`src/rtl/dshot_pkg.sv`:
```
// Shared definitions for the DShot supervisory path: state encoding,
// special command numbers and the internal throttle width.
package dshot_pkg;

   typedef enum logic [1:0] {
      DISARMED = 2'd0,
      ARMING   = 2'd1,
      ARMED    = 2'd2,
      FAILSAFE = 2'd3
   } arm_state_t;

   localparam logic [5:0] CMD_MOTOR_STOP    = 6'd0;
   localparam logic [5:0] CMD_SPIN_NORMAL   = 6'd20;
   localparam logic [5:0] CMD_SPIN_REVERSED = 6'd21;

   localparam int THROTTLE_W = 11;

endpackage

```
`src/rtl/dshot_arming_controller_slew_limiter.sv`:
```
// Rise-limited, fall-immediate 11-bit speed register. Increases are paced
// by a free-running prescaler; decreases and forced stops act at once.
module slew_limiter
   import dshot_pkg::*;
#(
   parameter int SLEW_DIV  = 1200,
   parameter int SLEW_STEP = 16
) (
   input  logic                  clk,
   input  logic                  rst,
   input  logic [THROTTLE_W-1:0] target,
   input  logic                  force_zero,
   output logic [THROTTLE_W-1:0] speed
);

   localparam int DIV_W = (SLEW_DIV > 1) ? $clog2(SLEW_DIV) : 1;
   localparam int SUM_W = THROTTLE_W + 1;

   logic [DIV_W-1:0] presc;
   logic             tick;
   logic [SUM_W-1:0] raised;
   logic [SUM_W-1:0] target_ext;

   // Tick on prescaler wrap; the raised value is one bit wider so it never wraps past 2047
   always_comb begin
      tick       = (presc == DIV_W'(SLEW_DIV - 1));
      raised     = {1'b0, speed} + SUM_W'(SLEW_STEP);
      target_ext = {1'b0, target};
   end

   // Free-running prescaler counting 0..SLEW_DIV-1
   always_ff @(posedge clk or posedge rst) begin
      if (rst) begin
         presc <= '0;
      end else if (tick) begin
         presc <= '0;
      end else begin
         presc <= presc + DIV_W'(1);
      end
   end

   // Speed follows target: stop and fall immediately, rise by at most one step per tick
   always_ff @(posedge clk or posedge rst) begin
      if (rst) begin
         speed <= '0;
      end else if (force_zero) begin
         speed <= '0;
      end else if (target < speed) begin
         speed <= target;
      end else if (tick && (speed < target)) begin
         speed <= (raised > target_ext) ? target : raised[THROTTLE_W-1:0];
      end
   end

endmodule

```
`src/rtl/dshot_arming_controller.sv`:
```
// Supervisory sequencer between the DShot frame decoder and the motor
// output: arm/disarm/failsafe FSM, link timeout, repeat-qualified spin
// direction commands and a slew-limited speed output.
module dshot_arming_controller
   import dshot_pkg::*;
#(
   parameter int TIMEOUT_CYCLES = 1200000,
   parameter int ARM_FRAMES     = 10,
   parameter int CMD_REPEAT     = 6,
   parameter int SLEW_DIV       = 1200,
   parameter int SLEW_STEP      = 16
) (
   input  logic                  clk,
   input  logic                  rst,
   input  logic                  frameStrobe,
   input  logic [THROTTLE_W-1:0] setSpeed,
   input  logic                  isValidSpeed,
   input  logic                  isSpecialCommand,
   input  logic [5:0]            specialCommand,
   input  logic                  CRCValid,
   output logic [7:0]            motorSpeed,
   output logic                  armed,
   output logic                  failsafe,
   output logic                  reversed,
   output logic [1:0]            state
);

   localparam int TO_W  = $clog2(TIMEOUT_CYCLES + 1);
   localparam int ARM_W = $clog2(ARM_FRAMES + 1);
   localparam int REP_W = $clog2(CMD_REPEAT + 1);

   arm_state_t            cur_state;
   logic [ARM_W-1:0]      arm_cnt;
   logic [TO_W-1:0]       timeout_cnt;
   logic [REP_W-1:0]      rep_cnt;
   logic [REP_W-1:0]      rep_next;
   logic [5:0]            last_cmd;
   logic [THROTTLE_W-1:0] target;
   logic [THROTTLE_W-1:0] speed;

   logic accepted;
   logic zero_frame;
   logic nonzero_frame;
   logic dir_cmd;
   logic timeout_hit;
   logic kill_speed;

   // Frame classification; a CRC-failed frame is treated as if it never arrived
   always_comb begin
      accepted      = frameStrobe && CRCValid;
      zero_frame    = accepted &&
                      ((isSpecialCommand && (specialCommand == CMD_MOTOR_STOP)) ||
                       (isValidSpeed && (setSpeed == '0)));
      nonzero_frame = accepted && isValidSpeed && (setSpeed != '0);
      dir_cmd       = accepted && isSpecialCommand &&
                      ((specialCommand == CMD_SPIN_NORMAL) ||
                       (specialCommand == CMD_SPIN_REVERSED));
      timeout_hit   = (timeout_cnt == TO_W'(TIMEOUT_CYCLES));
      kill_speed    = (cur_state == ARMED) && timeout_hit && !accepted;
      rep_next      = (specialCommand == last_cmd) ? (rep_cnt + REP_W'(1)) : REP_W'(1);
   end

   // Link timeout: cleared by any accepted frame, otherwise counts up and saturates
   always_ff @(posedge clk or posedge rst) begin
      if (rst) begin
         timeout_cnt <= '0;
      end else if (accepted) begin
         timeout_cnt <= '0;
      end else if (!timeout_hit) begin
         timeout_cnt <= timeout_cnt + TO_W'(1);
      end
   end

   // Arming FSM with registered armed/failsafe flags and the throttle target
   always_ff @(posedge clk or posedge rst) begin
      if (rst) begin
         cur_state <= DISARMED;
         arm_cnt   <= '0;
         target    <= '0;
         armed     <= 1'b0;
         failsafe  <= 1'b0;
      end else begin
         case (cur_state)
            DISARMED: begin
               if (zero_frame) begin
                  if (ARM_FRAMES <= 1) begin
                     cur_state <= ARMED;
                     armed     <= 1'b1;
                  end else begin
                     cur_state <= ARMING;
                     arm_cnt   <= ARM_W'(1);
                  end
               end
            end
            ARMING: begin
               if (zero_frame) begin
                  if ((int'(arm_cnt) + 1) >= ARM_FRAMES) begin
                     cur_state <= ARMED;
                     armed     <= 1'b1;
                     arm_cnt   <= '0;
                  end else begin
                     arm_cnt <= arm_cnt + ARM_W'(1);
                  end
               end else if (nonzero_frame) begin
                  cur_state <= DISARMED;
                  arm_cnt   <= '0;
               end else if (timeout_hit && !accepted) begin
                  cur_state <= FAILSAFE;
                  failsafe  <= 1'b1;
                  arm_cnt   <= '0;
               end
            end
            ARMED: begin
               if (nonzero_frame) begin
                  target <= setSpeed;
               end else if (zero_frame) begin
                  target <= '0;
               end else if (kill_speed) begin
                  cur_state <= FAILSAFE;
                  armed     <= 1'b0;
                  failsafe  <= 1'b1;
                  target    <= '0;
               end
            end
            FAILSAFE: begin
               target <= '0;
               if (zero_frame) begin
                  failsafe <= 1'b0;
                  if (ARM_FRAMES <= 1) begin
                     cur_state <= ARMED;
                     armed     <= 1'b1;
                  end else begin
                     cur_state <= ARMING;
                     arm_cnt   <= ARM_W'(1);
                  end
               end
            end
            default: begin
               cur_state <= DISARMED;
               arm_cnt   <= '0;
               target    <= '0;
               armed     <= 1'b0;
               failsafe  <= 1'b0;
            end
         endcase
      end
   end

   // Spin direction: applied only after CMD_REPEAT identical commands and only while stopped
   always_ff @(posedge clk or posedge rst) begin
      if (rst) begin
         rep_cnt  <= '0;
         last_cmd <= CMD_MOTOR_STOP;
         reversed <= 1'b0;
      end else if (dir_cmd) begin
         last_cmd <= specialCommand;
         if (rep_next == REP_W'(CMD_REPEAT)) begin
            rep_cnt <= '0;
            if (speed == '0) begin
               reversed <= (specialCommand == CMD_SPIN_REVERSED);
            end
         end else begin
            rep_cnt <= rep_next;
         end
      end else if (accepted) begin
         rep_cnt <= '0;
      end
   end

   slew_limiter #(
      .SLEW_DIV  (SLEW_DIV),
      .SLEW_STEP (SLEW_STEP)
   ) u_slew (
      .clk        (clk),
      .rst        (rst),
      .target     (target),
      .force_zero (kill_speed),
      .speed      (speed)
   );

   assign motorSpeed = speed[THROTTLE_W-1:3];
   assign state      = cur_state;

endmodule

```
`config.mk`:
```
export PLATFORM = sky130hd
export DESIGN_NAME = dshot_arming_controller
export DESIGN_NICKNAME = d
export VERILOG_FILES = /design/src/rtl/dshot_pkg.sv /design/src/rtl/dshot_arming_controller_slew_limiter.sv /design/src/rtl/dshot_arming_controller.sv
export SDC_FILE = /design/constraint.sdc
export NUM_CORES = 1
export LEC_CHECK = 0
export BUFFER_PORTS_ARGS = -buffer_cell sky130_fd_sc_hd__buf_2
export CELL_PAD_IN_SITES_DETAIL_PLACEMENT = 1
export CELL_PAD_IN_SITES_GLOBAL_PLACEMENT = 1
export CORE_UTILIZATION = 47
export DETAILED_ROUTE_END_ITERATION = 10
export PLACE_DENSITY_LB_ADDON = 0.1
export SYNTH_ARGS = -nofsm -noshare
export SYNTH_HDL_FRONTEND = slang
export SYNTH_HIERARCHICAL = 1
export SYNTH_SLANG_ARGS = --single-unit
```
`constraint.sdc`:
```
create_clock -name clk -period 3.24 [get_ports clk]
set_input_delay 0.324 -clock clk [delete_from_list [all_inputs] [get_ports clk]]
set_output_delay 0.324 -clock clk [all_outputs]
set_load 0.03 [all_outputs]
```
* Word-level counts from Yosys, hierarchy flattened *
Index checks and enable logic that the tools add are counted.

word-level totals
  flip-flop bits (word level) = 72
  latch bits = 0
  bits in writable memories = 0
  ROM bits = 0
  output and inout bits = 13
  word-level logic and storage cells = 121
  memories kept = 0

operators by class
  add/sub/neg operators = 6
  multipliers = 0
  divide/modulo/power cells = 0
  $lt $le $gt $ge = 4
  eq/ne operators = 23
  shift-type cells = 0
  muxes and demuxes = 44
  bitwise logic cells = 0
  reduce and logical (&&, ||, !) cells = 33

operators with widths
  cell                                                 number
  two-way mux 11 bit                                   8
  two-way mux 21 bit                                   2
  zero test 11 bit                                     2
  < comparator 11 bit                                  2
  case mux 11 bit (2 select lines)                     1
  adder 21 x 1 -> 21 bit, second input constant        1
  equality test 21 bit, second input constant          1
  two-way mux 4 bit                                    5
  inequality test 2 bit, second input constant         10
  two-way mux 2 bit                                    8
  adder 11 x 5 -> 12 bit, second input constant        1
  equality test 6 x 5 -> 1 bit, second input constant  2
  greater-than comparator 12 x 11 -> 1 bit             1
  logical AND 1 bit                                    12
  two-way mux 1 bit                                    12
  two-way mux 3 bit                                    4
  AND reduction 6 bit                                  2
  adder 11 x 1 -> 11 bit, second input constant        1
  equality test 11 bit, second input constant          1
  nonzero test 11 bit                                  1
  inequality test 4 bit, second input constant         2
  case mux 4 bit (2 select lines)                      1
  AND reduction 8 bit                                  1
  nonzero test 2 bit                                   4
  21 further kinds                                     25

* Longest topological paths before layout *
Gate-level depths: netlist of run 1.

  depth after elaboration = 7
  mapped depth = 13

* Hierarchy *
Netlist of run 1, hierarchy kept.

modules (own cells, without submodules)
  module                   instances  cells each  area each (um2)  sequential area each (um2)
  dshot_arming_controller  1          290         2857.7           1251.2
  slew_limiter             1          183         1651.6           550.5

* Least setup slack after synthesis of run 1 *
OpenSTA, ideal clock, no wires.

  path type = register to register
  start = register u_slew.speed[4]
  end = register u_slew.speed[6]
  arrival time = 2.768 ns
  required time = 3.117 ns
  slack = 0.350 ns
  cell stages (with the launch flop) = 13
  buffers on the path = 1
  clock period less this slack = 2.890 ns
  path through = dfrtp_1 ha_1 nand3_1 nor2_1 xor2_1 ha_1 nand3_1 and3_1 a2111o_1 nand3_1 buf_4 mux2i_1 o2bb2ai_1

on the way
  longest elaborated chain between the ends = 6
  elaborated cells between the ends (all ways) = 10
  those cells by class = add/sub: 1; order compare: 3; mux: 4; reduce/logical: 2

ends and longest elaborated chain
  what                                      line                                        text
  start, declared                           dshot_arming_controller_slew_limiter.sv:13  output logic [THROTTLE_W-1:0] speed
  start signal, assigned                    dshot_arming_controller_slew_limiter.sv:49  speed <= target;
  start signal, assigned                    dshot_arming_controller_slew_limiter.sv:51  speed <= (raised > target_ext) ? target : raised[THROTTLE_W-1:0];
  adder 11 x 5 -> 12 bit                    dshot_arming_controller_slew_limiter.sv:27  raised = {1'b0, speed} + SUM_W'(SLEW_STEP);
  greater-than comparator 12 x 11 -> 1 bit  dshot_arming_controller_slew_limiter.sv:51
  two-way mux 11 bit                        dshot_arming_controller_slew_limiter.sv:51
  two-way mux 11 bit                        dshot_arming_controller_slew_limiter.sv:50  end else if (tick && (speed < target)) begin
  two-way mux 11 bit                        dshot_arming_controller_slew_limiter.sv:48  end else if (target < speed) begin
  two-way mux 11 bit                        dshot_arming_controller_slew_limiter.sv:46  end else if (force_zero) begin

Parallel ways exist; a longest one is shown, timed or not. The select of a mux whose other input is x is not followed.
A chain may end at the register's enable or synchronous reset.

* Worst setup path after layout of run 1 *
  start = register u_slew.speed[5]
  end = register u_slew.speed[6]

The elaborated chain is that of the path after synthesis.

==> metrics.md, run 1 <==
| Metric | Value |
|---|---|
| Post-CTS sizing | `0` |
| Worst-Skew Late Latency | `approximately 0.36 ns` |
| Count of final setup violators | `0` |
| First-pass GRT wire length | `between 15 and 20 mm` |
| Post-Place Setup Slack | `between 0.2 and 0.25 ns` |
| Starting Density | `0.486` |
| Clock transition at path regs | `about 0.09 ns` |
| Max-cap violations | `0` |
| Tightest Hold Check Type | `input port to async pin` |
| # rows | `35` |
| Yosys reg bits | `around 70` |
| Compound-Gate Fraction of Synth Area | `0.117` |
| Cells after Synth | `between 400 and 500` |
| Post-DP Area | `roughly 4900 µm²` |
| Synthesized area per cell | `approximately 9.5 µm²` |
| FF-to-FF path depth | `13` |
| CTS buffer count | `9` |
| Commonest cells after routing, fill and taps aside | `dfrtp_1 (71), inv_1 (43), nand2_1 (38)` |
| Synth Warn # | `6` |
| Crit-path max FO | `8` |
| DP Wirelength | `slightly below 9 mm` |
| Leak | `between 2 and 2.5 nW` |
| Worst path top cell family by delay | `simple AND/OR/NAND/NOR gates` |
| Worst relative slew slack | `0.278` |
| Synth area leader | `dfrtp_1` |
| Largest family of logic cells by synthesized area | `simple AND/OR/NAND/NOR gates` |
| Setup TNS | `0 ns` |
| Total GRT Usage | `0.257` |
| Synth top area share | `0.400` |
| Max VDD drop | `~0.35 mV` |
| # DRC | `0` |
| Ports | `36` |
| CP required | `3.49 ns` |
| Initial antenna violation count | `0` |
| Worst Path Buf+Inv | `1` |
| Root Buffer | `clkbuf_8` |
| Slowest Stage Delay on Critical Path | `roughly 0.44 ns` |
| Worst Path Arrival | `3.24 ns` |
| Final period utilization | `0.924` |
| Adder-cell area share of the yosys netlist | `0.0805` |
| TritonRoute pass-1 iters | `4` |
| Async SR Flop Fraction | `1.00` |
| Tot Pwr | `approximately 4.2 mW` |
| RSZ-0062 raised after global routing | `false` |
| Synth-to-Final Area Change | `12.6%` |
| Post-synthesis mux area share | `0.0527` |
| Most common cell after layout, fill and taps aside | `dfrtp_1` |
| Critical path's slowest cell | `dfrtp_2` |
| Start of the worst register-to-register path | `u_slew/speed[5]$_DFFE_PP0P_` |
| Number of global-route vias before repair | `4082` |
| DIE AREA | `between 9000 and 10000 µm²` |
| Die height | `100 µm` |
| Worst Setup Slack, final | `0.248 ns` |
| Grt ovf | `0` |
| Die X | `100 µm` |
| WP depth | `13` |
| Register area share after synthesis | `0.400` |
| Initial drt markers | `between 80 and 90` |
| Worst Setup End Kind | `register` |
| Setup slack, reg-to-reg | `0.25 ns` |
| Layout cell share with drive strength beyond 1 | `0.165` |
| Largest net degree at the start of global routing | `slightly above 50` |
| Vias | `3754` |
| Number of buffers added on ports | `35` |
| H-tree Lvls | `3` |
| Placer Congestion | `about 0.9` |
| FF-to-FF End | `u_slew/speed[6]$_DFFE_PP0P_` |
| Worst Setup SP | `u_slew/speed[5]$_DFFE_PP0P_` |
| Worst Setup Start Kind | `register` |
| Outcome | `finished clean` |
| Min Tclk post-route | `between 2 and 3 ns` |
| Worst path cell trace | `ha_1 -> nand3_1 -> nor2_1 -> xor2_1 -> ha_1 -> a21oi_1 -> nand2_1 -> nor4_1 -> a2111o_1 -> nand3_1 -> buf_4 -> mux2i_1 -> o2bb2ai_1` |
| Routed wire length | `approximately 12 mm` |
| Layout Nets | `570` |
| Xor/xnor share of the synthesized area | `0.0660` |
| Routed Antenna Nets | `0` |
| Avg Vias per Cell | `between 5 and 6` |
| Fillers | `1129` |
| CTS tree | `built` |
| Syn nets | `525` |
| Top cells by area, synth | `dfrtp_1 (40%), ha_1 (8.0%), xor2_1 (4.5%), mux2i_1 (4.4%), inv_1 (3.7%)` |
| Core Area | `around 9300 µm²` |
| Netlist cell types | `67` |
| Setup Buffers After CTS | `0` |
| # diodes | `0` |
| Post-route cell area | `5080 µm²` |
| Routed len/inst | `approximately 18 µm` |
| Post-synth top flop | `dfrtp_1` |
| Clock Skew | `~0.014 ns` |
| Final hold vios | `0` |
| PwrDens | `around 800 nW/µm²` |
| Crit path capture | `u_slew/speed[6]$_DFFE_PP0P_` |
| EDFF count, synth | `0` |
| Netlist Area Pre-Place | `about 4500 µm²` |
| Clk buf depth | `2` |
| Fin. max-slew vios | `0` |
| Simple-gate share of the synthesized area | `0.241` |
| Hold_buf cts | `0` |
| Fmax | `roughly 0.33 GHz` |
| Tightest Pin Transition | `1.08 ns` |
| Critical setup path kind | `register to register` |
| CTS sink cnt | `72` |
## through the flow
stage | hold WS [ns] | std cells | util
6_report | 0.170 | 651 | 0.547
5_1_grt | 0.229 | 651 | 0.547
4_1_cts | 0.196 | 651 | 0.547
3_5_place_dp | 0.447 | 636 | 0.523
3_3_place_gp | 0.443 | 636 | 0.523
2_1_floorplan | 0.313 | 473 | -
## cell type report
type,instances,area [µm²],area share
Multi-Input combinational cell,350,2510,0.494
Tap cell,129,161,0.0318
Inverter,44,165,0.0325
Timing Repair Buffer,41,220,0.0434
Clock inverter,3,65.1,0.0128
Sequential cell,72,1800,0.355
Clock buffer,12,155,0.0305
## where the power goes
part	switching, mW	internal (mW)
clock network	0.354	0.471
logic	1.33	0.870
registers	0.144	1.00
total	1.82	2.34
## how the worst min path moves through the flow
| stage | cells past startpoint | slack (ns) | from | end |
|---|---|---|---|---|
| after floorplan | 1 | 0.31 | rst | u_slew/presc[0]$_DFF_PP0_ |
| after CTS | 2 | 0.20 | rst | u_slew/speed[4]$_DFFE_PP0P_ |
| after detailed placement | 1 | 0.45 | u_slew/presc[0]$_DFF_PP0_ | u_slew/presc[0]$_DFF_PP0_ |
| after global placement | 1 | 0.44 | u_slew/presc[0]$_DFF_PP0_ | u_slew/presc[0]$_DFF_PP0_ |
| final | 2 | 0.17 | rst | u_slew/presc[8]$_DFF_PP0_ |
| after global routing | 3 | 0.23 | setSpeed[0] | target[0]$_DFFE_PP0P_ |
## worst register-to-register path: cells and delay by family, from the launching register on
| family | cells | cell delay [ns] |
|---|---|---|
| buffers and inverters | 1 | 0.25 |
| DFF | 1 | 0.44 |
| and+or+nand+nor | 5 | 0.82 |
| xor gates and xnor gates | 1 | 0.22 |
| adders and majority gates | 2 | 0.53 |
| AOI/OAI and AO/OA | 3 | 0.43 |
| muxes | 1 | 0.18 |
## flip-flops by register name (all words and copies together), names as in the netlist
register	flops
u_slew/presc	11
rep_cnt	3
target	11
u_slew/speed	11
failsafe	1
arm_cnt	4
last_cmd	6
timeout_cnt	21
reversed	1
armed	1
state	2
## cell families after synthesis
group / count (synthesis)
muxes: 23
xor gates and xnor gates: 34
adders and majority gates: 29
AOI/OAI and AO/OA: 73
buffers and inverters: 51
DFF: 72
and+or+nand+nor: 191
## per-layer routing
layer	wire length, µm	track usage	up-vias	part of all wire
met4	279	0.105	0	0.024
met3	226	0.0334	22	0.019
met5	0	0	-	0
met2	6000	0.466	56	0.51
li1	-	-	1782	-
met1	5230	0.307	1894	0.45
## Yosys cell counts, types with 3 or more instances
library cell  count
o21ai_0          16
nand4_1          13
nand2_1          38
and3_1            8
and2b_2           3
nor4_1            6
o21bai_1          4
a22o_1            5
ha_1             29
o21ai_1           3
nor2_1           35
dfrtp_1          72
nor3_1           15
and2_1            3
xnor2_1          11
nand2b_1          4
nor4b_2           3
or2_2             4
nand3_1          27
nor2b_1           4
o22ai_1           4
a41oi_1           3
or3_1             5
inv_1            44
mux2i_1          20
o2bb2ai_1         3
and4_1            5
xor2_1           23
clkbuf_1          4
a21oi_1          14
Note: power is estimated with default switching activity, not from simulation.
==> run 2: changes to the inputs <==
--- a/config.mk
+++ b/config.mk
@@ -11,6 +11,7 @@
 export CORE_UTILIZATION = 47
 export DETAILED_ROUTE_END_ITERATION = 10
 export PLACE_DENSITY_LB_ADDON = 0.1
+export SETUP_SLACK_MARGIN = 0.3
 export SYNTH_ARGS = -nofsm -noshare
 export SYNTH_HDL_FRONTEND = slang
 export SYNTH_HIERARCHICAL = 1
==> run 2 against run 1 <==
Sequential share of layout area shrank 0.31 points. Register-to-register slack gained 0.18 ns. Worst hold slack lost 0.0053 ns. Global-route usage is essentially flat. Combinational power grew 6%. Utilization grew 0.53 points. Clock skew grew 0.00054 ns. Critical endpoint is now u_slew/speed[0]$_DFFE_PP0P_.
==> metrics.md, run 2 (same netlist as run 1, synthesis figures left out) <==
| Metric | Value |
|---|---|
| Placer Congestion | `0.896` |
| Hold_buf cts | `0` |
| Worst Setup SP | `u_slew/speed[5]$_DFFE_PP0P_` |
| Fillers | `1117` |
| Layout Nets | `around 570` |
| Root Buffer | `clkbuf_8` |
| Vias | `3751` |
| Die height | `between 90 and 100 µm` |
| CTS tree | `built` |
| Final hold vios | `0` |
| # rows | `35` |
| Fmax | `0.356 GHz` |
| Leak | `2.44 nW` |
| DIE AREA | `between 9000 and 10000 µm²` |
| Grt ovf | `0` |
| Largest register by flop count | `timeout_cnt` |
| Clock transition at path regs | `about 0.09 ns` |
| TritonRoute pass-1 iters | `4` |
| Setup slack, reg-to-reg | `around 0.43 ns` |
| Worst Setup Start Kind | `register` |
| Synth-to-Final Area Change | `13.7%` |
| Final core utilization | `0.552` |
| DP Wirelength | `8.85 mm` |
| Max reg flops | `21` |
| Initial antenna violation count | `0` |
| Core Area | `roughly 9300 µm²` |
| Post-Layout Cell Count | `between 600 and 700` |
| # diodes | `0` |
| Crit-path max FO | `4` |
| Number of global-route vias before repair | `4084` |
| Most common cell after layout, fill and taps aside | `dfrtp_1` |
| Clock Skew | `0.0149 ns` |
| Count of final setup violators | `0` |
| Ports | `36` |
| PwrDens | `between 800 and 900 nW/µm²` |
| CTS buffer count | `9` |
| CP required | `~3.5 ns` |
| Starting Density | `0.486` |
| Max-cap violations | `0` |
| H-tree Lvls | `3` |
| Min Tclk post-route | `2.81 ns` |
| Placed cells | `636` |
| Outcome | `finished clean` |
| Worst Setup End Kind | `register` |
| Critical setup path kind | `register to register` |
| Initial drt markers | `about 100` |
| Worst relative slew slack | `0.280` |
| Fin. max-slew vios | `0` |
| Final period utilization | `0.867` |
| Setup TNS | `0 ns` |
| Total GRT Usage | `0.257` |
| Tightest Hold Check Type | `input port to async pin` |
| Clk buf depth | `2` |
| Number of buffers added on ports | `35` |
| Worst-Skew Late Latency | `0.37 ns` |
| # DRC | `0` |
| Routed wire length | `approximately 12 mm` |
| Avg Vias per Cell | `between 5 and 6` |
| Worst Path Arrival | `between 3 and 4 ns` |
| Largest net degree at the start of global routing | `about 50` |
| Layout cell share with drive strength beyond 1 | `0.179` |
| Commonest cells after routing, fill and taps aside | `dfrtp_1 (70), inv_1 (43), nand2_1 (38)` |
| Routed Antenna Nets | `0` |
| CTS sink cnt | `72` |
| First-pass GRT wire length | `approximately 20 mm` |
| Tot Pwr | `between 4 and 5 mW` |
| Max VDD drop | `about 0.39 mV` |
| RSZ-0062 raised after global routing | `false` |
| Tightest Pin Transition | `roughly 1.1 ns` |
| Die X | `~100 µm` |
| Start of the worst register-to-register path | `u_slew/speed[5]$_DFFE_PP0P_` |
| Routed len/inst | `~18 µm` |
## run 2: layout make-up
cell class,instances,area [µm²],area share
clock buffer,12,155,0.0303
sequential,72,1800,0.352
multi-input combinational,350,2540,0.495
clock inverter,3,65.1,0.0127
timing repair buffer,43,239,0.0466
tap,129,161,0.0315
inverter,44,165,0.0322
## run 2: final timing paths
path | to | depth (start not counted)
worst min register to register | u_slew/presc[0]$_DFF_PP0_ | 1
worst max-delay path | u_slew/speed[0]$_DFFE_PP0P_ | 11
worst max register to register | u_slew/speed[0]$_DFFE_PP0P_ | 11
max in group asynchronous | timeout_cnt[19]$_DFFE_PP0N_ | 2
min in group clk | target[10]$_DFFE_PP0P_ | 3
worst min-delay path | u_slew/speed[2]$_DFFE_PP0P_ | 2
## run 2: timing repair
item | CTS | global route
resized for setup | 2 | 7
endpoints found under the setup margin | 8 | 9
buffers inserted | 0 | 2
pin swaps | 0 | 3
## run 2: power by group
| group | switching [mW] | total [mW] | internal, mW |
|---|---|---|---|
| registers | 0.143 | 1.14 | 1.00 |
| clock network | 0.358 | 0.829 | 0.471 |
| logic | 1.39 | 2.33 | 0.936 |
| total | 1.89 | 4.30 | 2.41 |
## run 2: per-stage QoR
stage | instance area, µm² | setup slack [ns] | hold slack [ns]
3_5_place_dp | 4860 | 0.217 | 0.447
3_3_place_gp | 4860 | 0.415 | 0.443
5_1_grt | 5130 | 0.287 | 0.229
4_1_cts | 5080 | 0.305 | 0.196
6_report | 5130 | 0.432 | 0.165
2_1_floorplan | 4510 | 0.350 | 0.313
## run 2: worst max-delay path, stage by stage (launching register included)
cell	delay, ns
dfrtp_2	0.41
ha_2	0.22
nand3_1	0.13
nor2_1	0.15
xor2_1	0.10
ha_1	0.36
nand3_1	0.11
nand2_1	0.11
nor4_2	0.05
a2111o_1	0.45
a41oi_1	0.44
o22ai_1	0.16
## run 2: routing by layer
metal | routed length, µm | global-route usage
met1 | 5280 | 0.306
met2 | 6080 | 0.465
met3 | 246 | 0.0362
met4 | 300 | 0.106
met5 | 0 | 0
==> run 3: changes to the inputs <==
--- a/config.mk
+++ b/config.mk
@@ -14,5 +14,4 @@
 export SETUP_SLACK_MARGIN = 0.3
 export SYNTH_ARGS = -nofsm -noshare
 export SYNTH_HDL_FRONTEND = slang
-export SYNTH_HIERARCHICAL = 1
 export SYNTH_SLANG_ARGS = --single-unit
==> run 3 against run 2 <==
The run now ends with hold timing left. Non-clock buffer count is 1 lower. Clock power down 16%. Count of clock-buffer cells in the layout shrank 2. Utilization shrank 1.6 points. Power is 8.1% lower. Sequential share of layout area increased by 1.4 points. Cell area decreased by 3.8%. Synthesized cell count grew 2.7%. Setup slack got worse by 0.022 ns. First-iteration DRC count decreased by 13%. Via count down 2.5%. Highest routed layer unchanged.
==> metrics.md, run 3 <==
| Metric | Value |
|---|---|
| Worst Setup Start Kind | `register` |
| Critical path's slowest cell | `dfrtp_1` |
| Post-Layout Cell Count | `about 640` |
| Min Tclk post-route | `between 2 and 3 ns` |
| CTS tree | `built` |
| Max reg flops | `21` |
| Max VDD drop | `0.476 mV` |
| FF-to-FF End | `u_slew.speed[4]$_DFFE_PP0P_` |
| Worst-Skew Late Latency | `0.35 ns` |
| DP Wirelength | `between 8 and 9 mm` |
| Largest net degree at the start of global routing | `28` |
| Final hold slack | `-0.00187 ns` |
| Placed cells | `approximately 620` |
| Commonest cells in the netlist | `dfrtp_1 (72), nand2_1 (51), nor2_1 (41)` |
| GRT Max-Usage Layer | `met2` |
| Commonest cells after routing, fill and taps aside | `dfrtp_1 (70), nand2_1 (51), nor2_1 (41)` |
| Grt ovf | `0` |
| Tightest Pin Transition | `0.810 ns` |
| Die X | `around 99 µm` |
| Initial antenna violation count | `0` |
| Core Area | `~9200 µm²` |
| Synth area leader | `dfrtp_1` |
| Hold_buf cts | `0` |
| Leak | `roughly 2.3 nW` |
| Final period utilization | `0.873` |
| Syn nets | `around 540` |
| Fin. max-slew vios | `0` |
| Clk buf depth | `2` |
| Tightest Hold Check Type | `input port to async pin` |
| Netlist cell types | `60` |
| Fillers | `~1.1k` |
| EDFF count, synth | `0` |
| Die height | `99.3 µm` |
| Top cells by area, synth | `dfrtp_1 (40%), ha_1 (9.6%), nand2_1 (4.3%), xnor2_1 (3.5%), nor2_1 (3.5%)` |
| Worst path top cell family by delay | `simple AND/OR/NAND/NOR gates` |
| Root Buffer | `clkbuf_8` |
| Xor/xnor share of the synthesized area | `0.0669` |
| Met2 usage | `0.388` |
| Worst path cell trace | `ha_4 -> and2b_2 -> or2_2 -> ha_1 -> and4_1 -> o211ai_2 -> a21oi_2 -> o22ai_4 -> and2_4 -> or3_1 -> and3_1` |
| Starting Density | `0.484` |
| # DRC | `0` |
| Count of final setup violators | `0` |
| Yosys reg bits | `72` |
| PwrDens | `802 nW/µm²` |
| Outcome | `finished with violations` |
| Initial drt markers | `90` |
| Ports | `36` |
| Routed wire length | `10.8 mm` |
| Tot Pwr | `3.95 mW` |
| Most common cell after layout, fill and taps aside | `dfrtp_1` |
| CP required | `3.49 ns` |
| # rows | `35` |
| CTS buffer count | `9` |
| Count leader, synth | `dfrtp_1` |
| Slowest Stage Delay on Critical Path | `between 0.4 and 0.5 ns` |
| Compound-Gate Fraction of Synth Area | `0.138` |
| Worst relative slew slack | `0.456` |
| Register area share after synthesis | `0.405` |
| First-pass GRT wire length | `18.1 mm` |
| Worst Path Arrival | `a little over 3 ns` |
| Start of the worst register-to-register path | `u_slew.speed[5]$_DFFE_PP0P_` |
| Critical setup path kind | `register to register` |
| Fmax | `0.353 GHz` |
| M1 GR Usage | `0.305` |
| Layout Nets | `580` |
| Max-cap violations | `0` |
| Simple-gate share of the synthesized area | `0.228` |
| Cells after Synth | `between 400 and 500` |
| Routed Antenna Nets | `0` |
| RSZ-0062 raised after global routing | `false` |
| Synth top area share | `0.405` |
| Largest register by flop count | `timeout_cnt` |
| Post-synth top flop | `dfrtp_1` |
| Layout cell share with drive strength beyond 1 | `0.169` |
| Clock transition at path regs | `approximately 0.090 ns` |
| Placer Congestion | `0.838` |
| Global routing met3 resource utilization | `0.0295` |
| Post-synthesis mux area share | `0.0115` |
| Vias | `roughly 3.7k` |
| Clock Skew | `~0.011 ns` |
| DIE AREA | `just under 10000 µm²` |
| Adder-cell area share of the yosys netlist | `0.0956` |
| Netlist Area Pre-Place | `4450 µm²` |
| Setup slack, reg-to-reg | `between 0.4 and 0.5 ns` |
| Synth-to-Final Area Change | `10.8%` |
| Failing checks | `hold timing` |
| Largest family of logic cells by synthesized area | `simple AND/OR/NAND/NOR gates` |
| Avg Vias per Cell | `between 5 and 6` |
| Synth Warn # | `0` |
| Final hold vios | `2` |
| H-tree Lvls | `3` |
| Worst Path Buf+Inv | `0` |
| Number of buffers added on ports | `35` |
| Setup TNS | `0 ns` |
| Total GRT Usage | `0.233` |
| TritonRoute pass-1 iters | `4` |
| Synthesized area per cell | `9.16 µm²` |
| Number of global-route vias before repair | `~3.8k` |
| Worst Setup End Kind | `register` |
| Routed len/inst | `16.9 µm` |
| FF-to-FF path depth | `11` |
| Async SR Flop Fraction | `1.00` |
| Crit-path max FO | `8` |
| CTS sink cnt | `72` |
| # diodes | `0` |
[run 3: worst register-to-register path: cells and delay by family, from the launching register on]
family,cells,cell delay (ns)
AND/OR/NAND/NOR,6,1.39
AO/OA/AOI/OAI,3,0.41
flip-flops,1,0.46
adder cells (fa/ha/maj),2,0.48
[run 3: per-stage QoR]
step	util	hold WS, ns	worst slack, ns	cell area (µm²)
2_1_floorplan	-	0.425	0.453	4450
3_3_place_gp	0.510	0.389	0.342	4690
3_5_place_dp	0.510	0.401	0.266	4690
4_1_cts	0.530	0.0105	0.317	4880
5_1_grt	0.536	0.0352	0.296	4930
6_report	0.536	-0.00187	0.411	4930
[run 3: power by group]
group | total (mW) | internal (mW) | switching (mW)
Sequential | 1.15 | 1.01 | 0.145
Clock | 0.697 | 0.309 | 0.389
Combinational | 2.10 | 0.788 | 1.31
[run 3: area by class of cell]
| type | instances | area [µm²] | area share |
|---|---|---|---|
| tap | 111 | 139 | 0.0282 |
| clock inverter | 6 | 50.0 | 0.0101 |
| inverter | 37 | 139 | 0.0282 |
| sequential | 72 | 1800 | 0.366 |
| clock buffer | 10 | 138 | 0.0279 |
| timing repair buffer | 42 | 228 | 0.0462 |
| multi-input combinational | 361 | 2430 | 0.494 |
[run 3: cells by family after synthesis]
kind of cell	count (synthesis)
buffers and inverters	54
AO/OA/AOI/OAI	97
AND/OR/NAND/NOR	190
multiplexers	5
XOR/XNOR	34
adder cells (fa/ha/maj)	34
flip-flops	72
[run 3: how the worst max path moves through the flow]
stage                                           start                           to  depth (start not counted)
after global routing      u_slew.speed[8]$_DFFE_PP0P_  u_slew.speed[4]$_DFFE_PP0P_                         12
after global placement    u_slew.speed[4]$_DFFE_PP0P_  u_slew.speed[4]$_DFFE_PP0P_                         11
after CTS                 u_slew.speed[4]$_DFFE_PP0P_  u_slew.speed[4]$_DFFE_PP0P_                         11
after floorplan           u_slew.speed[4]$_DFFE_PP0P_  u_slew.speed[0]$_DFFE_PP0P_                         12
final                     u_slew.speed[5]$_DFFE_PP0P_  u_slew.speed[4]$_DFFE_PP0P_                         11
after detailed placement  u_slew.speed[4]$_DFFE_PP0P_  u_slew.speed[4]$_DFFE_PP0P_                         11
[run 3: routing by layer]
metal | vias up | part of all wire
met5 | - | 0
met4 | 0 | 0.030
met1 | 1815 | 0.48
met3 | 25 | 0.018
met2 | 53 | 0.48
li1 | 1766 | -
[run 3: what timing repair did]
item | in CTS | in global routing
gates resized for setup | 2 | 4
pin swaps | 0 | 2
cloned | 0 | 1
buffers inserted | 0 | 3
setup endpoints to repair | 5 | 11
